[src/rtl/mult_share_pkg.sv]
// Shared widths, helpers and types for the shared fixed-point multiplier slice.
package mult_share_pkg;

  localparam int DEFAULT_N_REQ     = 4;
  localparam int DEFAULT_A_WIDTH   = 16;
  localparam int DEFAULT_B_WIDTH   = 16;
  localparam int DEFAULT_OUT_SCALE = 16;

  // Tag width that never collapses to zero bits, even for tiny requester counts.
  function automatic int clog2_min1(input int n);
    return (n <= 2) ? 1 : $clog2(n);
  endfunction

  typedef logic [clog2_min1(DEFAULT_N_REQ)-1:0] req_id_t;

  typedef enum logic {
    SLOT_EMPTY = 1'b0,
    SLOT_FULL  = 1'b1
  } slot_state_t;

endpackage

[src/rtl/fxp_mult.sv]
// Signed fixed-point multiplier: full product, arithmetic right shift, low bits kept.
module fxp_mult #(
  parameter int A_WIDTH   = 16,
  parameter int B_WIDTH   = 16,
  parameter int OUT_WIDTH = 32,
  parameter int OUT_SCALE = 16
) (
  input  logic [A_WIDTH-1:0]   a_i,
  input  logic [B_WIDTH-1:0]   b_i,
  output logic [OUT_WIDTH-1:0] p_o
);

  localparam int PW = A_WIDTH + B_WIDTH;

  logic signed [PW-1:0] aExt;
  logic signed [PW-1:0] bExt;
  logic signed [PW-1:0] full;
  logic signed [PW-1:0] shifted;

  assign aExt    = PW'($signed(a_i));
  assign bExt    = PW'($signed(b_i));
  assign full    = aExt * bExt;
  assign shifted = full >>> OUT_SCALE;
  assign p_o     = OUT_WIDTH'(shifted);

endmodule

[src/rtl/rr_arbiter.sv]
// Round-robin arbiter: one-hot grant to the first request at or after the pointer.
module rr_arbiter
  import mult_share_pkg::*;
#(
  parameter int N  = 4,
  parameter int PW = clog2_min1(N)
) (
  input  logic [N-1:0]  req_i,
  input  logic [PW-1:0] ptr_i,
  input  logic          en_i,
  output logic [N-1:0]  grant_o
);

  logic [N-1:0] hiMask;
  logic [N-1:0] cand;

  // Prefer requests at or above the pointer; fall back to the full vector to wrap.
  always_comb begin
    hiMask  = ~((N'(1) << ptr_i) - N'(1));
    cand    = (|(req_i & hiMask)) ? (req_i & hiMask) : req_i;
    grant_o = '0;
    for (int i = N - 1; i >= 0; i--) begin
      if (cand[i]) begin
        grant_o    = '0;
        grant_o[i] = 1'b1;
      end
    end
    if (!en_i) begin
      grant_o = '0;
    end
  end

endmodule

[src/rtl/mult_share_arbiter.sv]
// Shares one fixed-point multiplier among N_REQ requesters via round-robin grants
// into a single registered, ID-tagged result slot with downstream backpressure.
module mult_share_arbiter
  import mult_share_pkg::*;
#(
  parameter int N_REQ     = DEFAULT_N_REQ,
  parameter int ID_WIDTH  = clog2_min1(N_REQ),
  parameter int A_WIDTH   = DEFAULT_A_WIDTH,
  parameter int B_WIDTH   = DEFAULT_B_WIDTH,
  parameter int OUT_WIDTH = A_WIDTH + B_WIDTH,
  parameter int OUT_SCALE = DEFAULT_OUT_SCALE
) (
  input  logic                     clk,
  input  logic                     arst_n_in,
  input  logic [N_REQ-1:0]         req_valid,
  output logic [N_REQ-1:0]         req_ready,
  input  logic [N_REQ*A_WIDTH-1:0] req_a,
  input  logic [N_REQ*B_WIDTH-1:0] req_b,
  output logic                     out_valid,
  input  logic                     out_ready,
  output logic [OUT_WIDTH-1:0]     out_data,
  output logic [ID_WIDTH-1:0]      out_id,
  output logic [15:0]              grant_count
);

  slot_state_t          state_q, state_d;
  logic [ID_WIDTH-1:0]  ptr_q, ptr_d;
  logic [OUT_WIDTH-1:0] outData_q;
  logic [ID_WIDTH-1:0]  outId_q;
  logic [15:0]          grantCnt_q;

  logic                 slotFree;
  logic                 arbEn;
  logic                 fire;
  logic [N_REQ-1:0]     grant;
  logic [ID_WIDTH-1:0]  grantId;
  logic [A_WIDTH-1:0]   selA;
  logic [B_WIDTH-1:0]   selB;
  logic [OUT_WIDTH-1:0] product;

  // Grants are suppressed while reset is held so nothing handshakes into a cleared slot.
  assign slotFree  = (state_q == SLOT_EMPTY) || out_ready;
  assign arbEn     = slotFree && arst_n_in;
  assign req_ready = grant;
  assign fire      = |(req_valid & grant);

  rr_arbiter #(
    .N  (N_REQ),
    .PW (ID_WIDTH)
  ) uArb (
    .req_i   (req_valid),
    .ptr_i   (ptr_q),
    .en_i    (arbEn),
    .grant_o (grant)
  );

  always_comb begin
    grantId = '0;
    selA    = '0;
    selB    = '0;
    for (int i = 0; i < N_REQ; i++) begin
      if (grant[i]) begin
        grantId = ID_WIDTH'(i);
        selA    = req_a[i*A_WIDTH +: A_WIDTH];
        selB    = req_b[i*B_WIDTH +: B_WIDTH];
      end
    end
  end

  fxp_mult #(
    .A_WIDTH   (A_WIDTH),
    .B_WIDTH   (B_WIDTH),
    .OUT_WIDTH (OUT_WIDTH),
    .OUT_SCALE (OUT_SCALE)
  ) uMul (
    .a_i (selA),
    .b_i (selB),
    .p_o (product)
  );

  always_ff @(posedge clk or negedge arst_n_in) begin
    if (!arst_n_in) begin
      state_q    <= SLOT_EMPTY;
      ptr_q      <= '0;
      outData_q  <= '0;
      outId_q    <= '0;
      grantCnt_q <= '0;
    end else begin
      state_q <= state_d;
      ptr_q   <= ptr_d;
      if (fire) begin
        outData_q  <= product;
        outId_q    <= grantId;
        grantCnt_q <= grantCnt_q + 16'd1;
      end
    end
  end

  // A refill on the same edge as a drain keeps the slot full.
  always_comb begin
    state_d = state_q;
    ptr_d   = ptr_q;
    if (fire) begin
      state_d = SLOT_FULL;
      ptr_d   = (grantId == ID_WIDTH'(N_REQ - 1)) ? '0 : grantId + ID_WIDTH'(1);
    end else if (state_q == SLOT_FULL && out_ready) begin
      state_d = SLOT_EMPTY;
    end
  end

  always_comb begin
    out_valid   = (state_q == SLOT_FULL);
    out_data    = outData_q;
    out_id      = outId_q;
    grant_count = grantCnt_q;
  end

endmodule

[config.mk]
export PLATFORM = sky130hd
export DESIGN_NAME = mult_share_arbiter
export DESIGN_NICKNAME = d
export VERILOG_FILES = /design/src/rtl/mult_share_pkg.sv /design/src/rtl/fxp_mult.sv /design/src/rtl/rr_arbiter.sv /design/src/rtl/mult_share_arbiter.sv
export SDC_FILE = /design/constraint.sdc
export NUM_CORES = 1
export LEC_CHECK = 0
export ABC_AREA = 1
export CORE_MARGIN = 1.5
export CORE_UTILIZATION = 40
export DETAILED_ROUTE_END_ITERATION = 6
export HOLD_SLACK_MARGIN = 0.15
export PLACE_DENSITY = 0.66
export SYNTH_ARGS = -nofsm -noshare
export SYNTH_HDL_FRONTEND = slang
export SYNTH_SLANG_ARGS = --single-unit
[constraint.sdc]
create_clock -name clk -period 18 [get_ports clk]
set_input_delay 3.6 -clock clk [delete_from_list [all_inputs] [get_ports clk]]
set_output_delay 3.6 -clock clk [all_outputs]
set_load 0.03 [all_outputs]
# Word-level counts from Yosys, hierarchy flattened
# Cells that the tools add are included.
dict set report classes {
  n_reduce_logical 6
  mux 20
  addsub 3
  shifts 1
  bitwise 4
  n_mul 1
  eq_ne 1
}
# operator n
set ops {}
lappend ops {{$mux 16} 8}
lappend ops {{$mul 16x16->32} 1}
lappend ops {{$mux 4} 6}
lappend ops {{$add 16x1->16 const B} 1}
lappend ops {{$and 4x4->4} 2}
lappend ops {{$reduce_or 4->1} 2}
lappend ops {{$mux 2} 3}
lappend ops {{$not 4->4} 1}
lappend ops {{$shl 1x2->4 const A} 1}
lappend ops {{$sub 4x2->4 const B} 1}
lappend ops {{$mux 1} 3}
lappend ops {{$add 2x1->2 const B} 1}
lappend ops {{$eq 2x2->1 const B} 1}
lappend ops {{$logic_and 1x1->1} 2}
lappend ops {{$reduce_bool 2->1} 1}
lappend ops {{$logic_or 1x1->1} 1}
lappend ops {{$not 1->1} 1}
dict set report totals {
  input_bits 135
  out_inout_bits 55
  elab_cells 41
  regBits 37
}

# Logic depth before layout (Yosys ltp)
dict set report depth {
  depth_word 16
  depth_mapped 38
  mapped_depth_nobuf 37
}

# By module
# From an unflattened synthesis, not the netlist that was laid out.
dict set report hier_totals {
  cells_unflattened 1942
  area_unflattened_um2 14133.6
}
# module cells_each area_each_um2 seq_area_each_um2 n_inst
set modules_own_cells {}
lappend modules_own_cells {fxp_mult 1470 10747.8 0.0 1}
lappend modules_own_cells {mult_share_arbiter 451 3268.1 1326.3 1}
lappend modules_own_cells {rr_arbiter 21 117.6 0.0 1}

# Worst setup path after synthesis
# Ideal clock, no wire load.
dict set report synth_path {
  kind {input port to flip-flop}
  start {input port req_valid[3]}
  end {register outData_q[14], in the netlist out_data[14]}
  setup_time_ns 0.118
  path_stages 28
  setup_slack_ns 7.984
  t_arrival_ns 9.899
  required_time_ns 17.882
  n_path_buf 2
  cell_sequence {inv_1 -> nand3_1 -> nand2_1 -> nand2_4 -> nor2_8 -> inv_2 -> buf_2 -> o22ai_1 -> o21ai_1 -> buf_2 -> nand2_1 -> inv_1 -> fa_1 -> fa_1 -> inv_1 -> fa_1 -> fa_1 -> fa_1 -> fa_1 -> inv_1 -> ha_1 -> a21oi_1 -> a21boi_0 -> nor2_1 -> a2111oi_0 -> nand3_1 -> nand3_1 -> nand2_1}
}
dict set report synth_via {
  word_cells_on_any_way 19
  classes_between {1 x mul; 14 x mux; 2 x bitwise; 2 x reduce/logical}
}
# element line
set synth_lines {}
lappend synth_lines {{start: declaration} mult_share_arbiter.sv:15} ;# input logic [N_REQ-1:0] req_valid,
lappend synth_lines {{$and 4x4->4 (*)} rr_arbiter.sv:20} ;# cand = (|(req_i & hiMask)) ? (req_i & hiMask) : req_i;
lappend synth_lines {{$reduce_or 4->1 (*)} rr_arbiter.sv:20}
lappend synth_lines {{$mux 4 (*)} rr_arbiter.sv:20}
lappend synth_lines {{$mux 4 (2 in series)} rr_arbiter.sv:23} ;# if (cand[i]) begin
lappend synth_lines {{$mux 4 (*)} rr_arbiter.sv:23}
lappend synth_lines {{$mux 4 (*)} rr_arbiter.sv:28} ;# if (!en_i) begin
lappend synth_lines {{via req_ready[1]} mult_share_arbiter.sv:16} ;# output logic [N_REQ-1:0] req_ready,
lappend synth_lines {{$mux 16 (3 in series)} mult_share_arbiter.sv:62} ;# if (grant[i]) begin
lappend synth_lines {{$mul 16x16->32} fxp_mult.sv:22} ;# assign full = aExt * bExt;
lappend synth_lines {{end signal: assignment} mult_share_arbiter.sv:92} ;# outData_q <= product;
lappend synth_lines {{end: declaration} mult_share_arbiter.sv:28} ;# logic [OUT_WIDTH-1:0] outData_q;
# Mark *: on every way through the listed nets, which the timed path passes. The rest lies on a longest branch.
# A chain may end at the register's enable or synchronous reset.

# Final worst setup path
dict set report layout_path {
  start {input port arst_n_in}
  end {register outData_q[14], in the netlist out_data[14]}
}
dict set report layout_via {
  elab_chain_cells 7
  word_cells_on_any_way 13
  classes_between {1 x mul; 9 x mux; 1 x bitwise; 2 x reduce/logical}
}
# element line
set layout_lines {}
lappend layout_lines {{start: declaration} mult_share_arbiter.sv:14} ;# input logic arst_n_in,
lappend layout_lines {{$logic_and 1x1->1 (*)} mult_share_arbiter.sv:43} ;# assign arbEn = slotFree && arst_n_in;
lappend layout_lines {{$mux 4 (*)} rr_arbiter.sv:28}
lappend layout_lines {{$mux 16 (4 in series)} mult_share_arbiter.sv:62}
lappend layout_lines {{$mul 16x16->32} fxp_mult.sv:22}
# Every way passes the cells marked *; elsewhere a longest branch is shown, timed or not.

==> impl_summary.log <==
[metrics] number of DRC markers after the initial detailed-route iteration: roughly 680
[metrics] net count of the mapped netlist: about 2,200
[metrics] number of DRC violations after detailed routing: 0
[metrics] most common cell after layout, fill and taps aside: inv_1
[metrics] Final period util: 67.3%
[metrics] Post-Syn Instances: 1,709
[metrics] average cell area after synthesis: approximately 7.6 um^2
[metrics] count of state elements after synthesis: 37
[metrics] reg-to-reg endpoint: out_data[14]$_DFFE_PN0P_
[metrics] origin of the critical flop-to-flop path: out_valid$_DFFE_PN0P_
[metrics] total detailed-routing wirelength: 38,000 um
[metrics] number of core rows: 65
[metrics] number of nets in the layout: 2,327
[metrics] setup repair after global routing missed its margin: false
[metrics] diode insertion count for antenna repair: 0
[metrics] capturing element of the worst setup path: out_data[14]$_DFFE_PN0P_
[metrics] vias in the first global route: ~12,000
[metrics] final number of setup-violating endpoints: 0
[metrics] worst skew pair latency: 280 ps
[metrics] worst setup timing slack at the placement stage: 5630 ps
[metrics] critical path start-end classification: primary input to flip-flop
[metrics] CORE AREA: between 30,000 and 40,000 um^2
[metrics] post-DR wirelength/cell: 16.9 um
[metrics] area delta synth->final: 17.8%
[metrics] share of layout cells above drive strength 1: 2.92%
[metrics] area taken by flip-flops and latches: 926 um^2
[metrics] timing-limited maximum frequency: 0.0826 GHz
[metrics] Max Transition Viols Final: 0
[metrics] count of unique library cells instantiated by Yosys: 45
[metrics] overall die width: 183 um
[metrics] top-level I/O count: 190
[metrics] ratio of routed vias to standard cells: 4.99
[metrics] initial antenna violation count: 0
[metrics] startpoint type of the worst setup path: primary input
[metrics] Max stage delay cell, worst path: fa_1
[metrics] Starting Density: 40.8%
[metrics] Synth Warn #: 0
[metrics] remaining antenna violation count after routing: 0
[metrics] class of the tightest hold or removal check: flip-flop to flip-flop
[metrics] max-cap violation count: 0
[metrics] post_cts resized: 0
[metrics] critical path endpoint category: flip-flop
[metrics] cell repeated most along the worst path: fa_1
[metrics] async set-or-reset flop fraction in the synthesized netlist: 100%
[metrics] Clock Sinks: 37
[metrics] Rel. slew slack: 20.8%
[metrics] Netlist Area Pre-Place: 13,000 um^2
[metrics] CP Buf/Inv Count: 7
[metrics] setup_tns: 0 ps
[metrics] multi-input logic area: 9790 um^2
[metrics] CP delay by family, top: adder cells
[metrics] pin count of the biggest net entering global routing: 39
[metrics] DR vias: 11,242
[metrics] Final Skew: 6.78 ps
[metrics] portion of synthesized cell area occupied by the leading cell type: 40.3%
[metrics] Die Ht: 183 um
[metrics] origin of the worst setup path: arst_n_in
[metrics] slack of the worst reg-to-reg path: around 9500 ps
[metrics] iteration count of the initial detailed-routing pass: 6
[metrics] worst reg2reg path depth: 28
[metrics] number of gates on the worst path with buffers counted: 28
[metrics] largest cells by area after synthesis: fa_1 (40%), inv_1 (14%), nand2_1 (11%)
[metrics] final worst slack: 5890 ps
[metrics] hold violation total from the final report: 0
[metrics] All-Layer GR Usage: between 20% and 30%
[metrics] register area share after synthesis: 7.15%
[metrics] half-perimeter wire length of the detailed placement result: 32,600 um
[metrics] outcome: complete, no violations
[metrics] weighted congestion reported at the end of routability-driven placement: 0.924
[metrics] number of buffers added to fix hold violations after cts: 0
[metrics] fillcell total: 3,169
[metrics] cts bufs inserted: 5
[metrics] Post-CTS Repair Setup Buffers: 0
[metrics] min Tclk post-route: 12,110 ps
[metrics] Tightest Pin Transition: between 1000 and 1500 ps
[metrics] CP max stage delay: 840 ps
[metrics] Longest Clk Path Bufs: 2
[metrics] Arr. time, crit path: 12,270 ps
[metrics] most used flip-flop cell after synthesis: dfrtp_1
[metrics] EDFF count, synth: 0
[metrics] CTS Root Cell: clkbuf_16
[metrics] area of the die: 33,500 um^2
[metrics] H-tree depth reported by CTS: 2
[metrics] biggest area consumer among synthesized cells: fa_1
[metrics] commonest cells after routing, fill and taps aside: inv_1 (500), nand2_1 (390), fa_1 (261)
[metrics] Required @ worst endpoint: 18,160 ps
[metrics] GRT overflow: 0
[metrics] TritonCTS clock tree: done
[metrics] clock-pin slew on the worst setup and hold paths: 60 ps
[metrics] worst-path fanout max: 38
[metrics] number of buffer cells added on primary ports: between 150 and 200
[metrics] wire length of the first global-routing pass: 62,400 um
[synth_stat cells (2+ instances only)]
| library cell | instances |
|---|---|
| a21o_1 | 4 |
| nand3_1 | 40 |
| nand3_2 | 4 |
| a31oi_1 | 14 |
| o21ai_0 | 21 |
| clkbuf_1 | 7 |
| nor4_1 | 4 |
| nor2_1 | 90 |
| o21ai_1 | 12 |
| inv_2 | 6 |
| nand3_4 | 2 |
| o22ai_1 | 23 |
| nand4_2 | 2 |
| o221ai_1 | 2 |
| nand2_1 | 390 |
| nand2_2 | 7 |
| buf_4 | 18 |
| fa_1 | 261 |
| nand4_1 | 9 |
| nand3b_1 | 6 |
| or2_1 | 2 |
| nor3_1 | 12 |
| inv_1 | 500 |
| xnor2_1 | 13 |
| buf_2 | 35 |
| nor2_2 | 3 |
| buf_1 | 3 |
| xor2_1 | 12 |
| ha_1 | 80 |
| a21oi_1 | 69 |
| a311oi_1 | 2 |
| o21a_1 | 7 |
| dfrtp_1 | 37 |
[per-layer routing]
metal	part of all wire (%)	global-route usage, %	wire [um]	vias up
met1	42	31.3	16000	5546
met2	49	42.3	18700	390
met3	6.1	2.46	2320	55
met5	0	0	0	-
li1	-	-	-	5251
met4	2.6	5.90	995	0
[worst min path at each step]
stage                                startpoint                          end  slack [ps]  depth (start not counted)
CTS                 grant_count[15]$_DFFE_PN0P_  grant_count[15]$_DFFE_PN0P_         480                          1
floorplan                  ptr_q[0]$_DFFE_PN0P_         ptr_q[0]$_DFFE_PN0P_         490                          1
global route              out_id[1]$_DFFE_PN0P_        out_id[1]$_DFFE_PN0P_         500                          2
finish              grant_count[15]$_DFFE_PN0P_  grant_count[15]$_DFFE_PN0P_         470                          1
global placement    grant_count[15]$_DFFE_PN0P_  grant_count[15]$_DFFE_PN0P_         460                          1
detailed placement        out_id[0]$_DFFE_PN0P_        out_id[0]$_DFFE_PN0P_         460                          2
[final cells by class]
| type | count | area share, % |
|---|---|---|
| Timing Repair Buffer | 198 | 12.8 |
| Clock inverter | 2 | 0.246 |
| Multi-Input combinational cell | 1101 | 64.2 |
| Inverter | 508 | 12.5 |
| Clock buffer | 6 | 0.910 |
| Sequential cell | 37 | 6.07 |
| Tap cell | 402 | 3.30 |
[per-stage QoR]
step	utilization, %	hold WS [ps]	std cells	cell area, um^2
floorplan	-	486	1709	13000
finish	48.1	472	2254	15300
global placement	47.6	464	2246	15100
global route	48.1	503	2254	15300
CTS	48.1	476	2254	15300
detailed placement	47.6	463	2246	15100
[kinds of logic after synthesis]
logic type	Yosys count	synth area share [%]
fa+ha+maj	341	48.1
compound gates	160	7.09
flops	37	7.15
simple gates	575	18.6
xor+xnor	25	1.69
buf+inv	571	17.4
[sequential cells by signal, summed over array words and instances (netlist names)]
name / cells
out_data: 16
grant_count: 16
out_valid: 1
ptr_q: 2
out_id: 2
Power is left out: the tool's default activity adds up to more than one toggle a clock period on the data nets, which glitch-free logic cannot reach.
==> RTL edit (same flow settings) <==
The package constant `DEFAULT_B_WIDTH` goes from 16 to 24.
--- a/src/rtl/mult_share_pkg.sv
+++ b/src/rtl/mult_share_pkg.sv
@@ -5,3 +5,3 @@
   localparam int DEFAULT_A_WIDTH   = 16;
-  localparam int DEFAULT_B_WIDTH   = 16;
+  localparam int DEFAULT_B_WIDTH   = 24;
   localparam int DEFAULT_OUT_SCALE = 16;
Interface: changed (resized out_data and req_b); port bits go from 190 to 230. The function was not compared with the original's and may differ.
==> RTL edit against the original RTL <==
Design area up 33%. Core utilization is 1.0 points lower. Sequential cell count up 8. Area after synthesis rose by 34%. Largest cell class unchanged. Routed wire length is 31% higher. Non-clock buffer count is 47 higher. Setup slack better by 120 ps. Synthesized cell count increased by 33%.
Power is left out: the tool's default activity adds up to more than one toggle a clock period on the data nets, which glitch-free logic cannot reach.
==> RTL edit: results <==
set metrics [dict create \
    status "finished clean" \
    vias 14773 \
    synth_cell_types 47 \
    r2r_setup_slack_ps 9520 \
    drt_iter0_drc 872 \
    place_area_um2 20100 \
    max_stage_delay_ps 890 \
    grtUsageTotal 0.237 \
    grt_pass1_vias 16414 \
    relSlewSlack 0.313 \
    gp_congestion 0.914 \
    seq_area_frac_synth 0.0648 \
    drive_above_1_share 0.0284 \
    clk_latency_ps 300 \
    worstSetupEndpoint "out_data[21]$_DFFE_PN0P_" \
    numPortBuffers 229 \
    grt_max_degree 47 \
    synth_top_area_share 0.430 \
    wl_met2_mm 26.3 \
    cp.arrival_ps 12200 \
    synth_common_cells "nand2_1, inv_1, fa_1, ha_1, nor2_1" \
    fin_nets 3067 \
    cp_max_fo 46 \
    first_pass_iters 7 \
    synth_area_leaders "fa_1, nand2_1, inv_1, ha_1, dfrtp_1" \
    dp_hpwl_mm 42.2 \
    hold_slack_ps 484 \
    reg2reg_depth 27 \
    dr_wl_met3_mm 1.96 \
    skew_ps 9.53 \
]
==> RTL edit: metal layers <==
metal / GRT usage / vias up
met5: 0 / -
met4: 0.0897 / 0
met3: 0.0185 / 115
met2: 0.441 / 407
met1: 0.284 / 7409
li1: - / 6842
==> RTL edit: layout make-up <==
class	count	area, um^2
multi-input cells	1487	13400
clock buffers	5	125
well taps	585	732
inverters	647	2430
clock inverters	3	25.0
repair buffers	245	2410
fillers	4310	22800
flip-flops and latches	45	1130
==> RTL edit: kinds of logic after synthesis <==
logic type | count (synthesis) | synth area share
AOI/OAI and AO/OA | 160 | 0.0570
xor gates and xnor gates | 36 | 0.0181
DFF | 45 | 0.0648
buffers and inverters | 742 | 0.167
adders and majority gates | 469 | 0.499
and+or+nand+nor | 822 | 0.195
==> RTL edit: stage by stage <==
stage,std cells,worst slack (ps),utilization
detailed placement,3009,5770,0.467
global placement,3009,5730,0.467
global route,3017,5230,0.471
floorplan,2274,7940,-
finish,3017,6010,0.471
CTS,3017,6050,0.471
